==> src/rtl/vending_pkg.sv <==
`default_nettype none
// ----------------------------------------------------------------------------
// vending_pkg : state encoding, key codes and coin values for vending_ctrl_param
// Revision    : 1.0
// ----------------------------------------------------------------------------
package vending_pkg;

  typedef enum logic [2:0] {
    S_IDLE     = 3'd0,
    S_SELECT   = 3'd1,
    S_VIEW     = 3'd2,
    S_QTY      = 3'd3,
    S_CONFIRM  = 3'd4,
    S_PAY      = 3'd5,
    S_DISPENSE = 3'd6,
    S_REFUND   = 3'd7
  } state_t;

  localparam logic [3:0] KEY_C2      = 4'h8;
  localparam logic [3:0] KEY_C5      = 4'h9;
  localparam logic [3:0] KEY_C10     = 4'hA;
  localparam logic [3:0] KEY_QTY     = 4'hB;
  localparam logic [3:0] KEY_CANCEL  = 4'hC;
  localparam logic [3:0] KEY_TAKE    = 4'hD;
  localparam logic [3:0] KEY_CONFIRM = 4'hE;
  localparam logic [3:0] KEY_OK      = 4'hF;

  localparam int COIN_C2  = 2;
  localparam int COIN_C5  = 5;
  localparam int COIN_C10 = 10;

  // Non-coin keys are worth nothing.
  function automatic int coin_value(input logic [3:0] k);
    case (k)
      KEY_C2:  coin_value = COIN_C2;
      KEY_C5:  coin_value = COIN_C5;
      KEY_C10: coin_value = COIN_C10;
      default: coin_value = 0;
    endcase
  endfunction

endpackage
`default_nettype wire

==> src/rtl/vend_timeout.sv <==
`default_nettype none
// ----------------------------------------------------------------------------
// vend_timeout : idle-cycle counter, pulses expire after TIMEOUT_CYC enabled cycles
// Revision     : 1.0
// ----------------------------------------------------------------------------
module vend_timeout #(
  parameter int TIMEOUT_CYC = 50000000
) (
  input  logic clk,
  input  logic reset,
  input  logic clr,
  input  logic en,
  output logic expire
);

  localparam int CW = (TIMEOUT_CYC > 1) ? $clog2(TIMEOUT_CYC) : 1;
  localparam logic [CW-1:0] C_LAST = CW'(TIMEOUT_CYC - 1);

  logic [CW-1:0] r_count;

  always_ff @(posedge clk or negedge reset) begin
    if (!reset) begin
      r_count <= '0;
    end else if (clr) begin
      r_count <= '0;
    end else if (en && (r_count != C_LAST)) begin
      r_count <= r_count + 1'b1;
    end
  end

  assign expire = en && (r_count == C_LAST);

endmodule
`default_nettype wire

==> src/rtl/vending_ctrl_param.sv <==
`default_nettype none
// ----------------------------------------------------------------------------
// vending_ctrl_param : parametrised vending controller (select, qty, pay, dispense)
// Revision           : 1.0
// ----------------------------------------------------------------------------
module vending_ctrl_param #(
  parameter int N_PROD      = 5,
  parameter int PRICE_W     = 8,
  // Product 1 sits in the low slice: prices 1, 2, 5, 10, 6 for products 1..5.
  parameter logic [N_PROD*PRICE_W-1:0] PRICE_TABLE = {8'd6, 8'd10, 8'd5, 8'd2, 8'd1},
  parameter int MAX_QTY     = 3,
  parameter int AMT_W       = 10,
  parameter int TIMEOUT_CYC = 50000000
) (
  input  logic             clk,
  input  logic             reset,
  input  logic             key_valid,
  input  logic [3:0]       key_code,
  output logic [AMT_W-1:0] display_value,
  output logic [2:0]       state_code,
  output logic [3:0]       product_id,
  output logic [3:0]       qty,
  output logic             dispense,
  output logic             change_valid,
  output logic [AMT_W-1:0] change_amount,
  output logic             busy
);

  import vending_pkg::*;

  localparam int MUL_W = (((PRICE_W + 4) > AMT_W) ? (PRICE_W + 4) : AMT_W) + 1;
  localparam logic [AMT_W-1:0] C_AMT_MAX = {AMT_W{1'b1}};

  state_t           r_state, w_state_nxt;
  logic [3:0]       r_pid, w_pid_nxt, r_qty, w_qty_nxt;
  logic [AMT_W-1:0] r_total, w_total_nxt, r_paid, w_paid_nxt;
  logic [AMT_W-1:0] r_change, w_change_nxt, r_camt, w_camt_nxt;
  logic             r_disp, w_disp_nxt, r_cv, w_cv_nxt;
  logic             w_expire, w_tmo, w_clr, w_en, w_is_coin;
  logic [MUL_W-1:0] w_prod;
  logic [AMT_W-1:0] w_total_sat, w_paid_add;
  logic [AMT_W:0]   w_sum;

  function automatic logic [PRICE_W-1:0] price_of(input logic [3:0] k);
    price_of = '0;
    for (int i = 0; i < N_PROD; i++) begin
      if (k == 4'(i + 1)) price_of = PRICE_TABLE[i*PRICE_W +: PRICE_W];
    end
  endfunction

  assign w_prod      = MUL_W'(price_of(r_pid)) * MUL_W'(r_qty);
  assign w_total_sat = (w_prod > MUL_W'(C_AMT_MAX)) ? C_AMT_MAX : w_prod[AMT_W-1:0];
  assign w_sum       = {1'b0, r_paid} + (AMT_W + 1)'(coin_value(key_code));
  assign w_paid_add  = w_sum[AMT_W] ? C_AMT_MAX : w_sum[AMT_W-1:0];
  assign w_is_coin   = (key_code == KEY_C2) || (key_code == KEY_C5) || (key_code == KEY_C10);

  // A key in the expiry cycle wins over the timeout.
  assign w_tmo = w_expire && !key_valid;
  assign w_clr = key_valid || (w_state_nxt != r_state);
  assign w_en  = (r_state != S_IDLE) && (r_state != S_DISPENSE);

  vend_timeout #(.TIMEOUT_CYC(TIMEOUT_CYC)) u_timeout (
    .clk    (clk),
    .reset  (reset),
    .clr    (w_clr),
    .en     (w_en),
    .expire (w_expire)
  );

  always_ff @(posedge clk or negedge reset) begin
    if (!reset) begin
      r_state  <= S_IDLE;
      r_pid    <= '0;
      r_qty    <= '0;
      r_total  <= '0;
      r_paid   <= '0;
      r_change <= '0;
      r_camt   <= '0;
      r_disp   <= 1'b0;
      r_cv     <= 1'b0;
    end else begin
      r_state  <= w_state_nxt;
      r_pid    <= w_pid_nxt;
      r_qty    <= w_qty_nxt;
      r_total  <= w_total_nxt;
      r_paid   <= w_paid_nxt;
      r_change <= w_change_nxt;
      r_camt   <= w_camt_nxt;
      r_disp   <= w_disp_nxt;
      r_cv     <= w_cv_nxt;
    end
  end

  always_comb begin
    w_state_nxt  = r_state;
    w_pid_nxt    = r_pid;
    w_qty_nxt    = r_qty;
    w_total_nxt  = r_total;
    w_paid_nxt   = r_paid;
    w_change_nxt = r_change;
    w_camt_nxt   = r_camt;
    w_disp_nxt   = 1'b0;
    w_cv_nxt     = 1'b0;
    case (r_state)
      S_IDLE: if (key_valid && key_code == KEY_OK) begin
        w_state_nxt = S_SELECT;
        w_pid_nxt   = '0;
        w_qty_nxt   = '0;
        w_camt_nxt  = '0;
      end
      S_SELECT: if (key_valid) begin
        if (key_code == KEY_CANCEL) begin
          w_state_nxt = S_IDLE;
        end else if (key_code != 4'd0 && key_code <= 4'(N_PROD)) begin
          w_pid_nxt   = key_code;
          w_state_nxt = S_VIEW;
        end
      end
      S_VIEW: if (key_valid) begin
        if (key_code == KEY_OK) begin
          w_qty_nxt   = 4'd1;
          w_state_nxt = S_QTY;
        end else if (key_code == KEY_CANCEL) begin
          w_state_nxt = S_IDLE;
        end
      end
      S_QTY: if (key_valid) begin
        if (key_code == KEY_QTY) begin
          w_qty_nxt = (r_qty >= 4'(MAX_QTY)) ? 4'd1 : r_qty + 4'd1;
        end else if (key_code == KEY_OK) begin
          w_total_nxt = w_total_sat;
          w_state_nxt = S_CONFIRM;
        end else if (key_code == KEY_CANCEL) begin
          w_state_nxt = S_IDLE;
        end
      end
      S_CONFIRM: if (key_valid) begin
        if (key_code == KEY_CONFIRM) begin
          w_paid_nxt  = '0;
          w_state_nxt = S_PAY;
        end else if (key_code == KEY_CANCEL) begin
          w_state_nxt = S_IDLE;
        end
      end
      S_PAY: if (key_valid) begin
        if (w_is_coin) begin
          w_paid_nxt = w_paid_add;
          if (w_paid_add >= r_total) begin
            w_change_nxt = w_paid_add - r_total;
            w_state_nxt  = S_DISPENSE;
          end
        end else if (key_code == KEY_CANCEL) begin
          w_state_nxt = (r_paid != '0) ? S_REFUND : S_IDLE;
        end
      end
      S_DISPENSE: if (key_valid && key_code == KEY_TAKE) begin
        w_disp_nxt  = 1'b1;
        w_cv_nxt    = 1'b1;
        w_camt_nxt  = r_change;
        w_state_nxt = S_IDLE;
      end
      S_REFUND: begin
        w_cv_nxt    = 1'b1;
        w_camt_nxt  = r_paid;
        w_state_nxt = S_IDLE;
      end
      default: w_state_nxt = S_IDLE;
    endcase
    if (w_tmo) begin
      w_state_nxt = (r_state == S_PAY && r_paid != '0) ? S_REFUND : S_IDLE;
    end
  end

  always_comb begin
    display_value = '0;
    case (r_state)
      S_VIEW:     display_value = AMT_W'(price_of(r_pid));
      S_QTY:      display_value = AMT_W'(r_qty);
      S_CONFIRM:  display_value = r_total;
      S_PAY:      display_value = r_paid;
      S_DISPENSE: display_value = r_change;
      S_REFUND:   display_value = r_paid;
      default:    display_value = '0;
    endcase
  end

  assign state_code    = r_state;
  assign busy          = (r_state != S_IDLE);
  assign product_id    = r_pid;
  assign qty           = r_qty;
  assign dispense      = r_disp;
  assign change_valid  = r_cv;
  assign change_amount = r_camt;

endmodule
`default_nettype wire

==> config.mk <==
export PLATFORM = sky130hd
export DESIGN_NAME = vending_ctrl_param
export DESIGN_NICKNAME = d
export VERILOG_FILES = /design/src/rtl/vending_pkg.sv /design/src/rtl/vend_timeout.sv /design/src/rtl/vending_ctrl_param.sv
export SDC_FILE = /design/constraint.sdc
export NUM_CORES = 1
export LEC_CHECK = 0
export CAP_MARGIN = 15
export CORE_MARGIN = 5
export CORE_UTILIZATION = 40
export CTS_CLUSTER_SIZE = 40
export DETAILED_ROUTE_END_ITERATION = 8
export PLACE_DENSITY = 0.62
export SLEW_MARGIN = 10
export SYNTH_ARGS = -nofsm -noshare
export SYNTH_HDL_FRONTEND = slang
export SYNTH_SLANG_ARGS = --single-unit
export TNS_END_PERCENT = 30
==> constraint.sdc <==
create_clock -name clk -period 8.8 [get_ports clk]
set_input_delay 1.76 -clock clk [delete_from_list [all_inputs] [get_ports clk]]
set_output_delay 1.76 -clock clk [all_outputs]
set_load 0.005 [all_outputs]
Word level (Yosys, flattened, before mapping)
Cells that the tools add are included.
{"block": "totals", "output_inout_bits": 34, "elab_cells": 139, "regBits": 79}
{"block": "op_classes", "n_eq_ne": 37, "magnitude_cmp": 4, "muxes": 54, "n_mul": 1, "reduce_logical": 28, "bitwise": 1, "add_sub_neg": 4}
{"operator": "$mux W10", "count": 8}
{"operator": "$mux W3", "count": 20}
{"operator": "$mux W26", "count": 2}
{"operator": "$pmux W10 S5", "count": 1}
{"operator": "$mux W4", "count": 9}
{"operator": "$eq A4 B4 Y1 const B", "count": 8}
{"operator": "$mux W8", "count": 4}
{"operator": "$pmux W10 S3", "count": 1}
{"operator": "$add A26 B1 Y26 const B", "count": 1}
{"operator": "$eq A26 B26 Y1 const B", "count": 1}
{"operator": "$ne A2 B2 Y1 const B", "count": 13}
{"operator": "$ne A26 B26 Y1 const B", "count": 1}
{"operator": "$pmux W3 S8", "count": 1}
{"operator": "$pmux W4 S3", "count": 2}
{"operator": "$pmux W10 S2", "count": 1}
{"operator": "$eq A3 B3 Y1 const B", "count": 4}
{"operator": "$gt A12 B10 Y1 const B", "count": 1}
{"operator": "$mul A8 B4 Y12", "count": 1}
{"operator": "$add A10 B11 Y11", "count": 1}
{"operator": "$ge A10 B10 Y1", "count": 1}
{"operator": "$reduce_and A5 Y1", "count": 2}
{"operator": "$reduce_bool A10 Y1", "count": 1}
{"operator": "$sub A10 B10 Y10", "count": 1}
{"operator": "$reduce_bool A3 Y1", "count": 3}
{"operator": "other kinds (24)", "count": 41}

Depth between registers and ports, before layout
Gate-level depths: netlist of run 1.
{"block": "logic_depth", "word_depth": 13, "ltp_mapped": 21, "ltp_nobuf": 19}

Hierarchy
Synthesis of run 1 repeated with hierarchy kept, for this count alone.
{"block": "hier_totals", "cells_unflattened": 630, "hier_area_um2": 5647.9}
{"mod": "vending_ctrl_param", "cells_per_inst": 475, "area_per_inst_um2": 4212.8, "n_inst": 1}
{"mod": "vend_timeout", "cells_per_inst": 155, "area_per_inst_um2": 1435.1, "n_inst": 1}

Worst setup path before layout of run 1
No wires, ideal clock.
{"block": "synth_path", "path_kind": "input to register", "start": "input key_code[3]", "end": "register u_timeout.r_count[13]", "arrival_time_ps": 5426, "stages": 19, "n_path_buf": 2, "setup_slack_ps": 3278, "cell_sequence": "clkbuf_1 -> and4bb_2 -> nand2_1 -> fa_1 -> inv_1 -> maj3_1 -> maj3_1 -> and3_1 -> nor2_1 -> nand2_1 -> ha_1 -> a211oi_1 -> nor2_1 -> nor4bb_1 -> o21ai_0 -> nand2_1 -> a31oi_4 -> buf_6 -> nor4_2"}
{"block": "synth_via", "elab_chain_len": 13}
{"item": "start, declared", "line": "vending_ctrl_param.sv:18", "text": "input logic [3:0] key_code,"}
{"item": "$eq A4 B4 Y1", "line": "vending_pkg.sv:34, vending_ctrl_param.sv:55"}
{"item": "$pmux W4 S3", "line": "vending_pkg.sv:34", "text": "case (k)"}
{"item": "$add A10 B11 Y11", "line": "vending_ctrl_param.sv:53", "text": "assign w_sum = {1'b0, r_paid} + (AMT_W + 1)'(coin_value(key_code));"}
{"item": "$mux W10", "line": "vending_ctrl_param.sv:54", "text": "assign w_paid_add = w_sum[AMT_W] ? C_AMT_MAX : w_sum[AMT_W-1:0];"}
{"item": "$ge A10 B10 Y1", "line": "vending_ctrl_param.sv:148", "text": "if (w_paid_add >= r_total) begin"}
{"item": "$mux W3", "line": "vending_ctrl_param.sv:148"}
{"item": "$mux W3", "line": "vending_ctrl_param.sv:146", "text": "if (w_is_coin) begin"}
{"item": "$mux W3", "line": "vending_ctrl_param.sv:145", "text": "S_PAY: if (key_valid) begin"}
{"item": "$pmux W3 S8 (*)", "line": "vending_ctrl_param.sv:104", "text": "case (r_state)"}
{"item": "$mux W3 (*)", "line": "vending_ctrl_param.sv:169", "text": "if (w_tmo) begin"}
{"item": "$ne A3 B3 Y1 (*)", "line": "vending_ctrl_param.sv:59", "text": "assign w_clr = key_valid || (w_state_nxt != r_state);"}
{"item": "$logic_or A1 B1 Y1 (*)", "line": "vending_ctrl_param.sv:59"}
{"item": "$mux W26 / $reduce_bool A2 Y1 (equally long branches)"}
{"item": "end signal, assigned", "line": "vend_timeout.sv:27", "text": "r_count <= r_count + 1'b1;"}
{"item": "end, declared", "line": "vend_timeout.sv:19", "text": "logic [CW-1:0] r_count;"}
Mark *: on every way between the ends. The rest lies on a longest branch, timed or not.
A chain may end at the register's enable or synchronous reset.

Worst setup path in the final report of run 1
{"block": "layout_path", "start": "input key_code[0]", "end": "register u_timeout.r_count[14]"}
Same word-level chain as after synthesis.

==> results of run 1 <==
-- synth_stat cells (all sizes together), types with 5 or more instances --
library cell  count  area (µm²)
o21ai            42         221
nor2             40         150
buf              11        57.6
nor4             22         215
nand3            21         105
nand2            93         349
ha               24         300
a21o              9        67.6
and3             11        68.8
inv              31         116
mux2i            10         100
nand4             9        56.3
nor3             27         140
xor2             19         166
a31oi             5        46.3
nand2b            7        43.8
nor2b             7        43.8
a21oi            38         194
mux2             19         214
and2             15        93.8
clkbuf           19        71.3
xnor2            23         201
dfrtp            78        1950
fa                6         120
-- layout make-up --
class                           instances  area, µm²  area share
Multi-Input combinational cell        507       3450       0.531
Timing Repair Buffer                   46        443      0.0682
Clock buffer                           13        260      0.0401
Inverter                               32        120      0.0185
Clock inverter                          3       42.5     0.00655
Tap cell                              180        225      0.0347
Sequential cell                        78       1950       0.301
-- per-stage QoR --
stage	instances	setup slack [ns]
finish	859	2.33
global route	859	2.03
CTS	859	2.39
detailed placement	843	2.04
global placement	843	2.14
floorplan	647	3.28
-- metal layers --
metal / GRT usage / vias up
li1: - / 2348
met2: 0.318 / 169
met5: 0 / -
met1: 0.243 / 2400
met3: 0.0399 / 52
met4: 0.0877 / 0
-- how the worst max path moves through the flow --
stage | from | endpoint | slack (ns) | cells past startpoint
3_3_place_gp | key_code[0] | u_timeout.r_count[14] | 2.14 | 18
5_1_grt | key_code[0] | u_timeout.r_count[1] | 2.03 | 18
2_1_floorplan | key_code[3] | u_timeout.r_count[13] | 3.28 | 19
4_1_cts | key_code[0] | u_timeout.r_count[14] | 2.39 | 18
3_5_place_dp | key_code[0] | u_timeout.r_count[14] | 2.04 | 18
6_report | key_code[0] | u_timeout.r_count[14] | 2.33 | 18
-- kinds of logic after synthesis --
group / after synthesis / synth area share
buffers and inverters: 62 / 0.0442
and+or+nand+nor: 275 / 0.260
muxes: 29 / 0.0557
adders and majority gates: 33 / 0.0799
xor gates and xnor gates: 42 / 0.0652
AOI/OAI and AO/OA: 128 / 0.148
DFF: 78 / 0.346
-- power by group --
part | total [µW] | internal [µW] | switching [µW]
sequential | 461 | 392 | 69.0
clock | 383 | 235 | 148
combinational | 514 | 192 | 323
total | 1360 | 818 | 539
-- critical path: stages --
cell and delay (ns):
clkdlybuf4s50_1 0.78, and4bb_2 0.37, nand2_1 0.08, fa_1 0.45, inv_1 0.09, maj3_1 0.16, maj3_1 0.27, and3_1 0.28
nor3_1 0.09, ha_1 0.21, fa_1 0.40, nand2b_1 0.16, a21oi_1 0.30, nor4bb_1 0.15, o21ai_0 0.19, nand2_1 0.13
a31oi_4 0.58, and3b_1 0.25
-- sequential cells by signal, indices dropped and copies added (netlist names) --
| signal | cells |
|---|---|
| u_timeout.r_count | 26 |
| change_amount | 10 |
| r_change | 10 |
| r_paid | 10 |
| r_total | 9 |
| product_id | 4 |
| qty | 4 |
| state_code | 3 |
| change_valid | 1 |
| dispense | 1 |
==> metrics.yaml, run 1 <==
route:
  initialDrtViolationCount: 382
  via_per_inst: 5.78
  topRoutingLayerUsed: "met4"
  wire_per_inst_um: 17.9
  drt-pass1-iter-count: 5
  wl_met1_um: 6530
  vias: 4969
  route.met3.wl_um: 884
  drc_errors: 0
  wl_um: 15400
  postRouteAntennaNets: 0
  wl_met2_um: 7420
grt:
  grt_pass1_vias: 5006
  grt_pass1_wl_um: 25700
  grt_max_degree: 79
  track_usage: 0.193
  antenna_found_initial: 0
  overflow: 0
yosys:
  ys_types: 68
  ys_seq_elements: 78
  synth_seq_area_share: 0.346
  syn_nets: 684
  synth.cell_area_mm2: 0.00564
  synth-edff-count: 0
  syn_avg_cell_area_um2: 8.71
  ys.flop_type: "dfrtp_1"
  netlist_instances: 647
  yosysWarnings: 0
  synthArstFlopShare: 1.00
cts:
  post_cts_resized: 0
  insertion_delay_ns: 0.34
  cts_tree: "built"
  numCtsBuffers: 9
  htreeDepth: 3
  post-cts-setup-buffers: 0
  hold_buffers: 0
  path_clk_slew_ns: 0.06
  clockRootBuffer: "clkbuf_16"
  clock_sinks: 78
  clk_path_buf_depth: 2
finish:
  finalNetCount: 711
  final_cell_area_mm2: 0.00649
  drive_above_1_share: 0.103
  area_growth_pct: 15.1
  layout_common_cells: "nand2_1 (93), dfrtp_1 (78), nor2_1 (40)"
  insertedDiodeCount: 0
  fin_util: 0.469
  final_common_cell: "nand2_1"
  fill_cells: 1307
sta:
  whs_ns: 0.499
  worst_pin_slew_ns: 1.09
  post-route-period-util: 0.735
  finalSetupTns_ns: 0
  finalClockSkew_ns: 0.00744
  max-slew-margin-rel: 0.266
  final_max_slew_viol_count: 0
  final-setup-viol-count: 0
  max_freq_ghz: 0.155
  finalHoldViolations: 0
  min_period_ns: 6.47
  rsz0062_at_grt: "no"
run:
  maxCapViolCount: 0
status:
  status: "finished clean"
floorplanning:
  core-area_mm2: 0.0138
  initial_core_util: 0.408
  io_pins: 41
  rows: 43
  dieArea_mm2: 0.0166
  fp.dieH_um: 129
  die_x_um: 129
place:
  globalplace.congestion: 0.933
  io_buffer_count: 40
  dp_hpwl_um: 11200
  placed_area_mm2: 0.00619
worst_setup_path:
  cp.required_ns: 9.04
  critPathLaunchType: "input pin"
  rr_worst_depth: 16
  crit_type: "input pin to flop"
  path_max_fanout: 18
  critPathCaptureType: "flop"
  worst-endpoint-arrival_ns: 6.71
  r2r-end: "u_timeout.r_count[14]"
  rrSetupSlack_ns: 4.35
  r2r_start: "r_paid[0]"
hold_path:
  hold_class: "flop to flop"
  hp-start: "r_total[7]"
  min_to: "r_total[7]"
  worst_hold_path.num_cells: 2
power:
  peakVddDrop_mv: 0.147
  p_per_area_mw_per_mm2: 209
  p_total_uw: 1360
  p_leak_uw: 0.00285
Power figures use the tool's default switching activity.
==> run 2: changes to the inputs <==
==> constraint.sdc (replaced) <==
create_clock -name clk -period 6.35 [get_ports clk]
set_input_delay 1.27 -clock clk [delete_from_list [all_inputs] [get_ports clk]]
set_output_delay 1.27 -clock clk [all_outputs]
set_load 0.005 [all_outputs]
==> run 2 against run 1 <==
Total power up 36%. Sequential share of layout area down 0.18 points. Sequential cell count unchanged. Global-route usage up 0.55 points. Clock-buffer cell count down 4. First-iteration DRC count down 5.2%. Final area up 0.62%. Critical path depth unchanged. Clock skew down 0.0023 ns. Via count down 1.9%.
==> metrics.yaml, run 2 (synthesis gave the netlist of run 1 again) <==
worst_setup_path:
  cp.depth: 18
  crit_start: "key_code[2]"
  r2r-end: "u_timeout.r_count[1]"
  rr_worst_depth: 16
  crit_type: "input pin to flop"
  path_delay_family: "simple AND/OR/NAND/NOR gates"
  critPathSlowestCell: "clkdlybuf4s50_1"
  rrSetupSlack_ns: 2.00
  r2r_start: "r_paid[0]"
  crit_top_cell: "nand2_1"
  critPathLaunchType: "input pin"
  critPathCaptureType: "flop"
  cp.required_ns: 6.58
  path_max_fanout: 18
  max_stage_delay_ns: 0.49
  crit_chain: "clkdlybuf4s50_1, and4bb_2, nand2_1, fa_1, inv_1, maj3_1, maj3_1, and3_1, nor2_1, nand2_1, ha_1, a211oi_1, nor2_1, nor4bb_1, o21ai_0, nand2_1, a31oi_4, a2111oi_2"
  worst-endpoint-arrival_ns: 5.81
  critPathBufInv: 2
  endpoint: "u_timeout.r_count[1]"
cts:
  clock_sinks: 78
  clk_path_buf_depth: 2
  clockRootBuffer: "clkbuf_16"
  hold_buffers: 0
  htreeDepth: 3
  numCtsBuffers: 9
  cts_tree: "built"
  post_cts_resized: 0
  path_clk_slew_ns: 0.06
  insertion_delay_ns: 0.34
  post-cts-setup-buffers: 0
sta:
  finalClockSkew_ns: 0.00511
  finalSetupTns_ns: 0
  rsz0062_at_grt: "no"
  max-slew-margin-rel: 0.248
  final_max_slew_viol_count: 0
  finalHoldViolations: 0
  min_period_ns: 5.58
  post-route-period-util: 0.879
  worst_slack_ns: 0.769
  worst_pin_slew_ns: 1.11
  final-setup-viol-count: 0
  whs_ns: 0.501
  max_freq_ghz: 0.179
power:
  p_per_area_mw_per_mm2: 283
  netSwitchingFraction: 0.399
  p_clk_frac: 0.270
  switchingPower_uw: 737
  seq_power_share: 0.337
  power_frac_comb: 0.393
  p_int_uw: 1110
  peakVddDrop_mv: 0.143
  p_leak_uw: 0.00288
floorplanning:
  rows: 43
  fp.dieH_um: 129
  io_pins: 41
  dieArea_mm2: 0.0166
  core-area_mm2: 0.0138
  die_x_um: 129
  initial_core_util: 0.408
place:
  globalplace.congestion: 0.939
  post-place-ws_ns: 0.463
  io_buffer_count: 40
  dp_hpwl_um: 11500
finish:
  drive_above_1_share: 0.111
  largest_reg_flops: 26
  final_common_cell: "nand2_1"
  area_growth_pct: 15.8
  fin_util: 0.472
  top_register: "u_timeout.r_count"
  finalNetCount: 717
  layout_common_cells: "nand2_1 (93), dfrtp_1 (78), nor2_1 (40)"
  insertedDiodeCount: 0
  fill_cells: 1333
route:
  wl_um: 15400
  via_per_inst: 5.65
  wire_per_inst_um: 17.9
  initialDrtViolationCount: 362
  drc_errors: 0
  postRouteAntennaNets: 0
  drt-pass1-iter-count: 5
  vias: 4877
status:
  status: "finished clean"
grt:
  grt_pass1_wl_um: 26100
  track_usage: 0.198
  grt_pass1_vias: 5122
  grt_max_degree: 79
  overflow: 0
  antenna_found_initial: 0
run:
  maxCapViolCount: 0
hold_path:
  hold_class: "flop to flop"
## run 2: per-stage QoR
| step | power (µW) | std cells | cell area [µm²] |
|---|---|---|---|
| after global routing | 1960 | 863 | 6530 |
| after floorplan | 1100 | 647 | 5640 |
| after CTS | 1860 | 861 | 6490 |
| final | 1850 | 863 | 6530 |
| after detailed placement | 1350 | 847 | 6220 |
| after global placement | 1340 | 847 | 6220 |
## run 2: worst min-delay path, stage by stage (launching register included)
cell     delay (ns)
dfrtp_1        0.36
nand2_1        0.05
o21ai_0        0.06
## run 2: layout make-up
type                       count  area [µm²]  share of cell area
tap                          180         225              0.0345
sequential                    78        1950               0.299
clock inverter                 5        52.6             0.00805
clock buffer                   9         225              0.0345
multi-input combinational    507        3450               0.528
inverter                      32         120              0.0184
timing repair buffer          52         508              0.0778
## run 2: metal layers
layer | share of wire | track usage | wire [µm] | vias to the layer above
met2 | 0.50 | 0.336 | 7710 | 105
met3 | 0.045 | 0.0415 | 692 | 25
met1 | 0.43 | 0.250 | 6660 | 2388
met5 | 0 | 0 | 0 | -
li1 | - | - | - | 2359
met4 | 0.024 | 0.0716 | 377 | 0
## run 2: how the worst min path moves through the flow
stage | start | to | slack (ns) | cells after the start
after floorplan | r_total[7] | r_total[7] | 0.45 | 2
after global placement | r_total[7] | r_total[7] | 0.48 | 2
after detailed placement | r_total[7] | r_total[7] | 0.48 | 2
after CTS | r_total[7] | r_total[7] | 0.50 | 2
after global routing | r_change[9] | r_change[9] | 0.52 | 1
final | r_total[7] | r_total[7] | 0.50 | 2
## run 2: power by group through the flow
stage	combinational (µW)	clock, µW	sequential [µW]
2_1_floorplan	509	0	588
3_3_place_gp	709	0	631
3_5_place_dp	722	0	630
4_1_cts	726	515	622
5_1_grt	799	531	631
6_report	726	499	623
==> run 3: changes to the inputs <==
--- a/config.mk
+++ b/config.mk
@@ -10,6 +10,7 @@
 export CORE_UTILIZATION = 40
 export CTS_CLUSTER_SIZE = 40
 export DETAILED_ROUTE_END_ITERATION = 8
+export GPL_ROUTABILITY_DRIVEN = 0
 export PLACE_DENSITY = 0.62
 export SLEW_MARGIN = 10
 export SYNTH_ARGS = -nofsm -noshare
==> run 3 against run 2 <==
Clock skew is 0.0050 ns higher. Wire length is 0.82% lower. Fmax is 1.3% lower. Final cell count stayed put. Register-to-register slack worse by 0.08 ns. Sequential share of layout area is 0.051 points lower. First-iteration DRC count is 28% higher. Die area stayed put. Final area is 0.17% higher. Sequential cell count stayed put. Sequential power hardly changed. Via count is 1.3% higher. Largest cell class unchanged.
==> metrics.yaml, run 3 (synthesis gave the netlist of run 1 again) <==
finish:
  final_cell_area_mm2: 0.00654
  insertedDiodeCount: 0
  area_growth_pct: 16.0
  fin_util: 0.473
  largest_reg_flops: 26
  drive_above_1_share: 0.111
  final_cells: 863
  final_common_cell: "nand2_1"
  finalNetCount: 716
  layout_common_cells: "nand2_1 (93), dfrtp_1 (78), nor2_1 (40)"
  top_register: "u_timeout.r_count"
sta:
  min_period_ns: 5.65
  final_max_slew_viol_count: 0
  finalSetupTns_ns: 0
  final-setup-viol-count: 0
  max_freq_ghz: 0.177
  max-slew-margin-rel: 0.293
  finalHoldViolations: 0
  finalClockSkew_ns: 0.0101
  worst_slack_ns: 0.696
  worst_pin_slew_ns: 1.05
  post-route-period-util: 0.890
  rsz0062_at_grt: "no"
route:
  wire_per_inst_um: 17.7
  drt-pass1-iter-count: 5
  vias: 4939
  initialDrtViolationCount: 465
  drc_errors: 0
  postRouteAntennaNets: 0
  via_per_inst: 5.72
  wl_um: 15300
power:
  p_per_area_mw_per_mm2: 289
  peakVddDrop_mv: 0.162
  p_leak_uw: 0.00288
cts:
  clock_sinks: 78
  post-cts-setup-buffers: 0
  htreeDepth: 3
  insertion_delay_ns: 0.35
  path_clk_slew_ns: 0.06
  cts_tree: "built"
  post_cts_resized: 0
  clk_path_buf_depth: 2
  clockRootBuffer: "clkbuf_16"
  hold_buffers: 0
  numCtsBuffers: 9
worst_setup_path:
  path_max_fanout: 18
  critPathLaunchType: "input pin"
  crit_type: "input pin to flop"
  critPathCaptureType: "flop"
  cp.required_ns: 6.58
  worst-endpoint-arrival_ns: 5.88
floorplanning:
  initial_core_util: 0.408
  io_pins: 41
  die_x_um: 129
  rows: 43
  dieArea_mm2: 0.0166
  fp.dieH_um: 129
  core-area_mm2: 0.0138
grt:
  grt_max_degree: 79
  overflow: 0
  grt_pass1_wl_um: 25200
  grt_pass1_vias: 4892
  antenna_found_initial: 0
  track_usage: 0.191
status:
  status: "finished clean"
place:
  place_inst: 847
  placed_area_mm2: 0.00622
  dp_hpwl_um: 11300
  io_buffer_count: 40
  post-place-ws_ns: 0.405
hold_path:
  hold_class: "flop to flop"
run:
  maxCapViolCount: 0
## run 3: cell count changes in the layout (fill, tap and decap cells not counted), sizes merged
cell	before	now
buf	13	12
clkinv	4	2
clkbuf	9	12
## run 3: power breakdown
group / internal, µW / total [µW] / leakage (µW) / switching [µW]
combinational: 269 / 726 / 0.00169 / 457
clock: 334 / 543 / 0.000151 / 210
sequential: 543 / 621 / 0.00104 / 77.8
total: 1150 / 1890 / 0.00288 / 744
## run 3: stage by stage
step / hold WS (ns) / power (µW)
final: 0.507 / 1890
after global routing: 0.527 / 2000
after CTS: 0.514 / 1900
after detailed placement: 0.502 / 1350
after global placement: 0.474 / 1340
after floorplan: 0.450 / 1100
## run 3: final cells by class
class | count | area [µm²]
Inverter | 32 | 120
Fill cell | 1283 | 7290
Multi-Input combinational cell | 507 | 3450
Clock inverter | 3 | 42.5
Sequential cell | 78 | 1950
Tap cell | 180 | 225
Timing Repair Buffer | 51 | 488
Clock buffer | 12 | 267
## run 3: layer usage
layer  vias to the layer above  routed length [µm]  GRT usage  part of all wire
met5                         -                   0          0                 0
met4                         0                 326     0.0655             0.021
met3                        25                 692     0.0369             0.045
met2                       131                7570      0.318              0.49
met1                      2423                6720      0.249              0.44
li1                       2360                   -          -                 -
## run 3: final timing paths
kind / startpoint / cells past startpoint / to / slack, ns
worst max-delay path: key_code[2] / 18 / u_timeout.r_count[20] / 0.70
worst min-delay path: change_amount[5] / 1 / change_amount[5] / 0.51
worst max register to register: r_paid[0] / 16 / u_timeout.r_count[20] / 1.92
worst min register to register: change_amount[5] / 1 / change_amount[5] / 0.51
max in group asynchronous: reset / 1 / u_timeout.r_count[13] / 4.58
min in group asynchronous: reset / 1 / qty[2] / 1.04
## run 3: critical path, stage by stage
cell and delay [ns]:
clkdlybuf4s50_1 0.51, and4bb_2 0.30, nand2_1 0.09, fa_1 0.25
inv_1 0.06, maj3_1 0.34, maj3_1 0.45, and3_1 0.23
nor2_1 0.15, nand2_1 0.07, ha_1 0.33, a211oi_1 0.25
nor2_1 0.11, nor4bb_1 0.45, o21ai_0 0.17, nand2_1 0.15
a31oi_4 0.29, nor4_1 0.41
